==> src/rtl/rgb_pwm_gen.sv <==
// rgb_pwm_gen: three-channel 8-bit PWM with a programmable prescaler.
// Duty writes land in a pending register and are copied to the active
// compare values only at the period wrap, or continuously while disabled.
module rgb_pwm_gen #(
    parameter int unsigned PRESC_W = 16
) (
    input  logic        clk,
    input  logic        rst,
    input  logic        wr_en,
    input  logic [1:0]  addr,
    input  logic [31:0] wdata,
    output logic [31:0] rdata,
    output logic [2:0]  pwm_out,
    output logic        period_tick
);

    typedef enum logic [1:0] {
        A_CTRL   = 2'd0,
        A_PRESC  = 2'd1,
        A_DUTY   = 2'd2,
        A_STATUS = 2'd3
    } addr_e;

    addr_e              sel;
    logic               enable;
    logic [PRESC_W-1:0] presc;
    logic [PRESC_W-1:0] pcnt;
    logic [23:0]        pend_duty;
    logic [23:0]        act_duty;
    logic [7:0]         count;
    logic               step;
    logic               wrap;
    logic               dis_wr;
    logic               unused_wdata;

    assign sel          = addr_e'(addr);
    assign unused_wdata = ^wdata[31:24];

    // Step / wrap decode; dis_wr flags a write that clears enable this cycle.
    always_comb begin
        step   = enable && (pcnt >= presc);
        wrap   = step && (count == 8'd254);
        dis_wr = wr_en && (sel == A_CTRL) && !wdata[0];
    end

    // Firmware-visible registers written over the single-cycle port.
    always_ff @(posedge clk or posedge rst) begin
        if (rst) begin
            enable    <= 1'b0;
            presc     <= '0;
            pend_duty <= '0;
        end else if (wr_en) begin
            case (sel)
                A_CTRL:  enable    <= wdata[0];
                A_PRESC: presc     <= wdata[PRESC_W-1:0];
                A_DUTY:  pend_duty <= wdata[23:0];
                default: ;
            endcase
        end
    end

    // Prescaler, period counter, double-buffered duty and registered PWM compare.
    always_ff @(posedge clk or posedge rst) begin
        if (rst) begin
            pcnt        <= '0;
            count       <= '0;
            act_duty    <= '0;
            pwm_out     <= '0;
            period_tick <= 1'b0;
        end else if (!enable) begin
            pcnt        <= '0;
            count       <= '0;
            act_duty    <= pend_duty;
            pwm_out     <= '0;
            period_tick <= 1'b0;
        end else begin
            pcnt <= step ? '0 : pcnt + PRESC_W'(1);
            if (step) begin
                count <= wrap ? 8'd0 : count + 8'd1;
            end
            if (wrap) begin
                act_duty <= pend_duty;
            end
            // A wrap coinciding with a disabling write must not produce a
            // tick in the first disabled cycle.
            period_tick <= wrap && !dis_wr;
            for (int unsigned i = 0; i < 3; i++) begin
                pwm_out[i] <= (count < act_duty[8*i +: 8]);
            end
        end
    end

    // Combinational register readback.
    always_comb begin
        rdata = '0;
        case (sel)
            A_CTRL:   rdata[0] = enable;
            A_PRESC:  rdata[PRESC_W-1:0] = presc;
            A_DUTY:   rdata[23:0] = pend_duty;
            A_STATUS: begin
                rdata[7:0]  = count;
                rdata[15:8] = act_duty[7:0];
                rdata[16]   = enable;
            end
            default:  rdata = '0;
        endcase
    end

endmodule

==> config.mk <==
export PLATFORM = sky130hd
export DESIGN_NAME = rgb_pwm_gen
export DESIGN_NICKNAME = d
export VERILOG_FILES = /design/src/rtl/rgb_pwm_gen.sv
export SDC_FILE = /design/constraint.sdc
export NUM_CORES = 1
export LEC_CHECK = 0
export CAP_MARGIN = 10
export CORE_ASPECT_RATIO = 0.6
export CORE_UTILIZATION = 60
export CTS_BUF_LIST = sky130_fd_sc_hd__clkbuf_8
export CTS_CLUSTER_SIZE = 16
export DETAILED_ROUTE_END_ITERATION = 10
export PLACE_DENSITY = 0.86
export SYNTH_ARGS = -nofsm -noshare
export SYNTH_HDL_FRONTEND = slang
export SYNTH_SLANG_ARGS = --single-unit
==> constraint.sdc <==
create_clock -name clk -period 6.2 [get_ports clk]
set_input_delay 1.24 -clock clk [delete_from_list [all_inputs] [get_ports clk]]
set_output_delay 1.24 -clock clk [all_outputs]
set_load 0.005 [all_outputs]
==> results.cfg <==
[outcome]
outcome = completed

[sta]
period_share = 0.784
clock.fmax_ghz = 0.206
fin_skew_ns = 0.0128
finalHoldViolCount = 0
rsz0062_at_grt = false
tightest_slew_ns = 1.19
setup_ws_ns = 1.34
slew_headroom = 0.202
min_period_ns = 4.86
final-max-slew-violation-count = 0
setup_violations = 0
fin_setup_tns_ns = 0

[floorplan]
dieHeight_um = 73.9
die-area_um2 = 9010
io_pins = 73
die_w_um = 122
core_um2 = 8100
initial_utilization = 0.639
rows = 25

[finish]
nets = 578
multi_input_area_um2 = 2580
syn_to_final_growth_pct = 15.1
layout-drive-gt1-share = 0.200
seqCellArea_um2 = 2330
fillers = 562
diodes = 0
stdcell_area_um2 = 5960

[detailed_routing]
drtPass1Iterations = 5
viasPerCell = 5.88
ant_nets = 0
dr.first_iter.drc_count = 273
wl_per_cell_um = 19.0
drc = 0
routed_wl_um = 11600
vias = 3604

[critical_path]
cp_slowest_cell = clkdlybuf4s50_1
critPathMaxStageDelay_ns = 0.91
crit_top_cell = clkdlybuf4s50_1
path_delay_family = buffers and inverters
cp_data_arrival_time_ns = 3.62
start_kind = input pin
crit_path_cell_trace = clkdlybuf4s50_1 -> nor2b_1 -> and2_1 -> clkdlybuf4s50_1
cp_max_fo = 20
crit_buf_inv = 2
critPathKind = in -> out
cp.required_ns = 4.96
setup.worst_path.end_class = primary output

[clock_tree]
cts_buffers = 9
cts_tree = built
clkTransAtPathRegs_ns = 0.07
cts_sinks = 93
hold_buffers = 0
cts-root-buf = clkbuf_8
ctsHtreeMaxLevel = 3
clockBufferDepth = 2
clock_latency_ns = 0.38
post_cts_buffers = 0
cts.repair.resized = 0

[logic_synthesis]
yosysMostFrequentCell = dfrtp_1
synth_area_per_cell_um2 = 11.6
syn-cell-area_um2 = 5170
yosysSeqAreaShare = 0.450
yosys-top-cells-count = dfrtp_1 (93), mux2_2 (56), inv_1 (42)
ys_seq_elements = 93
synth_top_area_share = 0.450
synthArstFlopShare = 1.00
ys_warn_count = 0
ys_types = 36
synthTopCellsByArea = dfrtp_1 (45%), mux2_2 (12%), ha_1 (9.7%)
synth_edf_count = 0
synthFlopType = dfrtp_1
synth_top_area_cell = dfrtp_1
synth_cells = 445

[placed_design]
placed_area_um2 = 5800
portBuffers = 56
dp_hpwl_um = 8450
place_ws_ns = 1.31
gp_congestion = 0.950

[global_routing]
grt_pass1_vias = 3654
met1_usage = 0.401
grt_use_met3 = 0.0828
grt-busiest-layer = met2
grt_max_degree = 57
overflow = 0
grt_pass1_wl_um = 18900
met2_usage = 0.436
antenna_found_initial = 0
globalRouteTotalUtil = 0.286

[power]
irDropWorstVdd_uv = 191
leakage_nw = 2.91
power_density_nw_per_um2 = 279

[min_path]
hp-class = reg -> reg

[job]
drv_cap = 0
final timing paths:
kind | startpoint | end | slack [ns] | cells past startpoint
setup / recovery | addr[0] | rdata[21] | 1.34 | 4
hold / removal | act_duty[22] | act_duty[22] | 0.51 | 1
setup reg to reg | presc[15] | act_duty[14] | 2.85 | 8
hold reg to reg | act_duty[22] | act_duty[22] | 0.51 | 1
max in group asynchronous | rst | act_duty[14] | 3.79 | 3
min in group asynchronous | rst | act_duty[20] | 1.25 | 2
per-stage QoR:
step / hold slack, ns / total power, mW / cells / utilization
final: 0.515 / 1.66 / 613 / 0.735
after floorplan: 0.482 / 1.14 / 452 / -
after global routing: 0.543 / 1.75 / 613 / 0.735
after global placement: 0.494 / 1.27 / 598 / 0.716
after CTS: 0.516 / 1.67 / 613 / 0.735
after detailed placement: 0.499 / 1.31 / 598 / 0.716
layout make-up:
type | count | share of cell area
Clock buffer | 10 | 0.0231
Clock inverter | 5 | 0.00357
Inverter | 42 | 0.0267
Multi-Input combinational cell | 294 | 0.433
Sequential cell | 93 | 0.391
Tap cell | 108 | 0.0227
Timing Repair Buffer | 61 | 0.100
flip-flops by register name, summed over array words and instances (netlist names):
name         count
pwm_out          3
presc           16
period_tick      1
pcnt            16
count            8
act_duty        24
enable           1
pend_duty       24
cell families (layout without fill, tap and decap cells):
group / Yosys count / count (layout) / synth area share
other cells: 1 / 8 / 0.000725
compound gates: 65 / 65 / 0.0902
mux: 84 / 84 / 0.202
flops: 93 / 93 / 0.450
xor+xnor: 14 / 14 / 0.0237
simple gates: 83 / 83 / 0.0800
buf+inv: 65 / 118 / 0.0573
fa+ha+maj: 40 / 40 / 0.0967
cells in the final DEF (no fill, tap or decap), drive strengths merged, types with 10 or more instances in the layout:
cell type       n
clkbuf         10
a22o           15
dfrtp          93
nand3          12
clkdlybuf4s50  56
mux2           80
xor2           10
o21ai          13
a21oi          11
ha             40
nor2           25
nand2          14
inv            44
per-layer routing:
layer | routed length, um | part of all wire
met1 | 5550 | 0.48
met2 | 5220 | 0.45
met3 | 705 | 0.061
met4 | 157 | 0.013
met5 | 0 | 0
power by group:
| part | internal, mW | switching, mW |
|---|---|---|
| registers | 0.723 | 0.0965 |
| clock network | 0.149 | 0.203 |
| logic | 0.286 | 0.202 |
Note: power is estimated with default switching activity, not from simulation.
